File: src/rtl/misc_pc_pkg.sv
// Shared types and constants for the program-counter sequencer.
// Page-cross branch penalty is selected by MISC_PC_BRANCH_PENALTY_EN in the top.
package misc_pc_pkg;

  localparam logic [15:0] PC_RESET_DEFAULT = 16'hFFFC;

  typedef enum logic {
    IDLE  = 1'b0,
    FIXUP = 1'b1
  } state_t;

  typedef enum logic {
    BR_FWD = 1'b0,
    BR_BWD = 1'b1
  } br_dir_t;

  // A negative offset can only borrow out of PCL, a positive one can only carry
  function automatic br_dir_t br_dir_of(input logic [7:0] offset);
    br_dir_t dir;
    if (offset[7]) begin
      dir = BR_BWD;
    end else begin
      dir = BR_FWD;
    end
    return dir;
  endfunction

endpackage

File: src/rtl/misc_pc_inc8.sv
// 8-bit increment/decrement cell with enable and carry/borrow out.
// Used once for PCL and once for PCH.
module misc_pc_inc8 (
  input  logic [7:0] value,
  input  logic       en,
  input  logic       dec,
  output logic [7:0] result,
  output logic       carry
);

  // Pass-through when disabled; carry flags wrap in either direction
  always_comb begin
    result = value;
    carry  = 1'b0;
    if (!en) begin
      result = value;
      carry  = 1'b0;
    end else if (dec) begin
      result = value - 8'd1;
      carry  = (value == 8'h00);
    end else begin
      result = value + 8'd1;
      carry  = (value == 8'hFF);
    end
  end

endmodule

File: src/rtl/misc_pc_sequencer.sv
// 16-bit program counter with increment, byte loads and relative branches.
// Define MISC_PC_BRANCH_PENALTY_EN to fix up PCH in an extra cycle on page-crossing branches.
module misc_pc_sequencer
  import misc_pc_pkg::*;
#(
  parameter logic [15:0] PC_RESET = PC_RESET_DEFAULT
) (
  input  logic       CLK,
  input  logic       RST_N,
  input  logic       sig_INC,
  input  logic       sig_LDL,
  input  logic       sig_LDH,
  input  logic       sig_BR,
  input  logic [7:0] IN_DB,
  output logic [7:0] OUT_PCL,
  output logic [7:0] OUT_PCH,
  output logic       BUSY,
  output logic       PAGE_X
);

  state_t     state_r;
  state_t     state_nxt_s;
  logic [7:0] pcl_r;
  logic [7:0] pch_r;
  logic [7:0] pcl_nxt_s;
  logic [7:0] pch_nxt_s;
  logic       busy_r;
  logic       busy_nxt_s;
  logic       page_x_r;
  logic       page_x_nxt_s;

  logic [7:0] pcl_inc_s;
  logic       pcl_co_s;
  logic [7:0] pch_adj_s;
  logic       pch_co_unused_s;
  logic       pch_en_s;
  logic       pch_dec_s;
  logic       pch_load_s;

  logic [8:0] br_sum_s;
  logic       br_cross_s;
  br_dir_t    br_dir_s;

`ifdef MISC_PC_BRANCH_PENALTY_EN
  br_dir_t    dir_r;
  br_dir_t    dir_nxt_s;
`endif

  // Unsigned 9-bit sum: a positive offset crosses on carry, a negative one on no carry
  assign br_sum_s   = {1'b0, pcl_r} + {1'b0, IN_DB};
  assign br_dir_s   = br_dir_of(IN_DB);
  assign br_cross_s = (br_dir_s == BR_BWD) ? ~br_sum_s[8] : br_sum_s[8];

  misc_pc_inc8 u_pcl_inc (
    .value  (pcl_r),
    .en     (sig_INC),
    .dec    (1'b0),
    .result (pcl_inc_s),
    .carry  (pcl_co_s)
  );

  misc_pc_inc8 u_pch_inc (
    .value  (pch_r),
    .en     (pch_en_s),
    .dec    (pch_dec_s),
    .result (pch_adj_s),
    .carry  (pch_co_unused_s)
  );

  // Command arbitration, FSM next state and next values of the registered outputs
  always_comb begin
    state_nxt_s  = state_r;
    pcl_nxt_s    = pcl_r;
    pch_en_s     = 1'b0;
    pch_dec_s    = 1'b0;
    pch_load_s   = 1'b0;
    busy_nxt_s   = 1'b0;
    page_x_nxt_s = 1'b0;
`ifdef MISC_PC_BRANCH_PENALTY_EN
    dir_nxt_s    = dir_r;
`endif
    case (state_r)
      IDLE: begin
        if (sig_BR) begin
          pcl_nxt_s = br_sum_s[7:0];
`ifdef MISC_PC_BRANCH_PENALTY_EN
          if (br_cross_s) begin
            state_nxt_s = FIXUP;
            dir_nxt_s   = br_dir_s;
            busy_nxt_s  = 1'b1;
          end else begin
            state_nxt_s = IDLE;
          end
`else
          pch_en_s     = br_cross_s;
          pch_dec_s    = (br_dir_s == BR_BWD);
          page_x_nxt_s = br_cross_s;
`endif
        end else if (sig_LDL || sig_LDH) begin
          if (sig_LDL) begin
            pcl_nxt_s = IN_DB;
          end else begin
            pcl_nxt_s = pcl_r;
          end
          pch_load_s = sig_LDH;
        end else if (sig_INC) begin
          pcl_nxt_s = pcl_inc_s;
          pch_en_s  = pcl_co_s;
        end else begin
          pcl_nxt_s = pcl_r;
        end
      end
      FIXUP: begin
        // Commands are ignored here; the requester holds them while BUSY is high
        state_nxt_s  = IDLE;
`ifdef MISC_PC_BRANCH_PENALTY_EN
        pch_en_s     = 1'b1;
        pch_dec_s    = (dir_r == BR_BWD);
        page_x_nxt_s = 1'b1;
`endif
      end
      default: begin
        state_nxt_s = IDLE;
      end
    endcase
  end

  assign pch_nxt_s = pch_load_s ? IN_DB : pch_adj_s;

  // PC, FSM and status registers; reset aborts any pending fixup
  always_ff @(posedge CLK or negedge RST_N) begin
    if (!RST_N) begin
      state_r  <= IDLE;
      pcl_r    <= PC_RESET[7:0];
      pch_r    <= PC_RESET[15:8];
      busy_r   <= 1'b0;
      page_x_r <= 1'b0;
`ifdef MISC_PC_BRANCH_PENALTY_EN
      dir_r    <= BR_FWD;
`endif
    end else begin
      state_r  <= state_nxt_s;
      pcl_r    <= pcl_nxt_s;
      pch_r    <= pch_nxt_s;
      busy_r   <= busy_nxt_s;
      page_x_r <= page_x_nxt_s;
`ifdef MISC_PC_BRANCH_PENALTY_EN
      dir_r    <= dir_nxt_s;
`endif
    end
  end

  assign OUT_PCL = pcl_r;
  assign OUT_PCH = pch_r;
  assign BUSY    = busy_r;
  assign PAGE_X  = page_x_r;

endmodule

File: config.mk
export PLATFORM = sky130hd
export DESIGN_NAME = misc_pc_sequencer
export DESIGN_NICKNAME = d
export VERILOG_FILES = /design/src/rtl/misc_pc_pkg.sv /design/src/rtl/misc_pc_inc8.sv /design/src/rtl/misc_pc_sequencer.sv
export SDC_FILE = /design/constraint.sdc
export NUM_CORES = 1
export LEC_CHECK = 0
export ABC_AREA = 0
export BUFFER_PORTS_ARGS = -buffer_cell sky130_fd_sc_hd__buf_4
export CORE_UTILIZATION = 39
export DETAILED_ROUTE_END_ITERATION = 8
export PLACE_DENSITY = 0.6
export SYNTH_ARGS = -nofsm -noshare
export SYNTH_HDL_FRONTEND = slang
export SYNTH_SLANG_ARGS = --single-unit
File: constraint.sdc
create_clock -name CLK -period 2.2 [get_ports CLK]
set_input_delay 0.22 -clock CLK [delete_from_list [all_inputs] [get_ports CLK]]
set_output_delay 0.22 -clock CLK [all_outputs]
set_load 0.02 [all_outputs]
==> flow_summary_export.csv <==
group,metric,value,unit
placement,dpl.hpwl,3.12,mm
cts,cts_buffers,3,
sta,fin_skew,0.00425,ns
placement,pre_cts_ws,-0.00193,ns
synthesis,synth_ff_type,"dfstp_2",
power,p_leak,0.000892,uW
power,total_power,2560,uW
setup_path,cp_data_required_time,2.38,ns
route,dr.pass1.iters,7,
cts,cts_max_level,1,
sta,worst_slack,0.0644,ns
sta,fmax,0.468,GHz
die,fp.dieW,66.5,um
route,antenna_left,0,
layout,layout-drive-gt1-share,0.320,
sta,relSlewSlack,0.587,
die,dieHeight,66.5,um
synthesis,netlist.top_cell.by_area,"dfstp_2",
setup_path,crit_type,"register to register",
synthesis,mappedNetlistNets,229,
sta,worst_slew_pin_slew,0.619,ns
flow_run,drv_cap,0,
power,peakVddDrop,459,uV
route,drt_iter0_drc,90,
sta,setup_violations,0,
synthesis,synth_area,1620,sq um
setup_path,cpPeakStageDelay,0.39,ns
status,status,"completed",
route,via_count,1580,
sta,hold_viol,0,
global_routing,grt_pass1_vias,1456,
route,drcViolationCount,0,
die,fp.dieArea,4420,sq um
global_routing,grt_remaining_overflow,0,
route,drt_wl_total,4.35,mm
global_routing,antenna_found_initial,0,
layout,fin_nets,267,
synthesis,yosysSeqAreaShare,0.273,
layout,area_growth,27.3,%
cts,insertion_delay,0.25,ns
synthesis,ys_ff_latch,17,
setup_path,endpoint_kind,"register",
setup_path,start_kind,"register",
route,post_drt_wl_per_cell,14.9,um
sta,grt_setup_unrepaired,"yes",
synthesis,netlist.area_leader.share,0.227,
sta,min_period_over_period,0.971,
synthesis,synth.distinct_cells,48,
layout,n_antenna_cell,0,
synthesis,avgSynthCellArea,7.94,sq um
synthesis,synthCells,204,
synthesis,synthTopCellsByArea,"dfstp_2 (23%), ha_1 (7.7%), a21oi_1 (6.8%)",
synthesis,async_flop_share,1.00,
hold_path,hp-class,"input port to register",
die,pin_count,32,
placement,portBuffers,30,
synthesis,ys_warn_count,0,
die,std_cell_rows,23,
route,drt-vias-per-instance,5.43,
global_routing,grt_max_degree,21,
power,p_per_area,1240,nW/um^2
cts,cts_tree,"built",
setup_path,worst_ep_arrival_time,2.32,ns
cts,ctsRootBufferMaster,"clkbuf_8",
die,core_area,4000,sq um
sta,fin_crit,2.14,ns
sta,slew_violations,0,
cts,max-clock-path-buffers,2,
setup_path,path_cells,"ha_4 > inv_2 > fa_2 > nor2b_4 > o31a_1 > buf_6 > o41ai_4 > nor3_4 > buf_6 > a21oi_1 > a21oi_1",
global_routing,grt_pass1_wl,7.09,mm
cts,clkTransAtPathRegs,0.07,ns
setup_path,cp_max_fo,6,
die,start_util,0.405,
global_routing,gr-usage-all-layers,0.216,
setup_path,slowest_stage,"dfrtp_2",
synthesis,synth_edf_count,0,
cts,clock-sinks,17,
placement,gp_congestion,0.770,
-- cell type report --
type	count	area, sq um
clock buffers	4	45.0
fillers	404	1940
inverters	10	37.5
multi-input cells	167	1140
flip-flops and latches	17	444
well taps	50	62.6
repair buffers	43	337
-- layer usage --
| metal | GRT usage | part of all wire | up-vias |
|---|---|---|---|
| met5 | 0 | 0 | - |
| met4 | 0.0585 | 0.0057 | 0 |
| met3 | 0.0240 | 0.044 | 2 |
| met2 | 0.379 | 0.49 | 24 |
| met1 | 0.277 | 0.46 | 739 |
| li1 | - | - | 815 |
-- where the power goes --
| group | internal (uW) | leakage, uW | switching [uW] |
|---|---|---|---|
| clock network | 129 | 0.0000228 | 113 |
| logic | 737 | 0.000687 | 830 |
| registers | 542 | 0.000183 | 211 |
| total | 1410 | 0.000892 | 1150 |
-- logic make-up (layout without fill, tap and decap cells) --
kind of cell    count (synthesis)  count (layout)  share of synthesized area
compound gates                 70              70                      0.284
simple gates                   70              70                      0.212
other cells                     1               1                    0.00231
flops                          17              17                      0.273
xor+xnor                       12              12                     0.0649
buf+inv                        20              57                     0.0541
fa+ha+maj                      11              11                     0.0896
mux                             3               3                     0.0193
-- state kept, by name, indices dropped and copies added, names as in the netlist --
name	flops
OUT_PCH	8
OUT_PCL	8
PAGE_X	1
-- synth_stat cells (6+ instances only) --
cell type,count
a211oi_1,6
a21oi_1,22
clkbuf_1,7
dfstp_2,14
ha_1,10
inv_1,10
nand2_1,23
nor2_1,20
nor3_1,7
o21ai_0,13
o22ai_1,7
xnor2_1,9
-- worst max-delay path: cells and delay by family (launching register included) --
kind | cells | cell delay [ns]
flip-flops | 1 | 0.39
AND/OR/NAND/NOR | 2 | 0.42
AO/OA/AOI/OAI | 4 | 0.44
adder cells (fa/ha/maj) | 2 | 0.50
buffers and inverters | 3 | 0.31
-- through the flow --
step,cells,hold WS (ns),cell area [sq um],util,setup TNS [ns]
after floorplan,204,-0.0756,1620,-,0
after global routing,291,0.268,2060,0.516,-0.549
after detailed placement,284,0.114,1930,0.484,-0.00193
after global placement,284,0.109,1930,0.484,0
final,291,0.271,2060,0.516,0
after CTS,291,0.259,2050,0.513,-0.0101
-- final timing paths --
path,start,end,slack [ns],cells past startpoint
worst max register to register,OUT_PCL[0],OUT_PCH[6],0.06,11
min in group asynchronous,RST_N,OUT_PCL[1],0.38,2
worst max-delay path,OUT_PCL[0],OUT_PCH[6],0.06,11
worst min-delay path,IN_DB[0],OUT_PCH[0],0.27,3
worst min register to register,OUT_PCL[4],OUT_PCL[4],0.55,2
max in group asynchronous,RST_N,OUT_PCH[7],1.55,2
-- timing repair --
item | 4_1_cts | 5_1_grt
endpoints found under the hold margin | 3 | 0
pin swaps | 6 | 4
setup endpoints to repair | 7 | 9
buffers inserted | 2 | 0
resized for setup | 8 | 4
hold buffers | 1 | 0
-- cell usage in the layout, fill, tap and decap left out, types with 2 or more instances in the layout --
master	count
buf_4	39
nand2_1	23
a21oi_1	22
nor2_1	19
dfstp_2	14
o21ai_0	13
inv_1	9
xnor2_1	9
ha_1	8
o22ai_1	7
nor3_1	6
a211oi_1	6
nand3_1	5
a21oi_2	5
nor4_1	4
xor2_1	3
clkbuf_8	3
buf_6	3
dfrtp_1	2
and2_1	2
and3_1	2
mux2i_1	2
a2111oi_0	2
ha_4	2
Power figures use the tool's default switching activity.
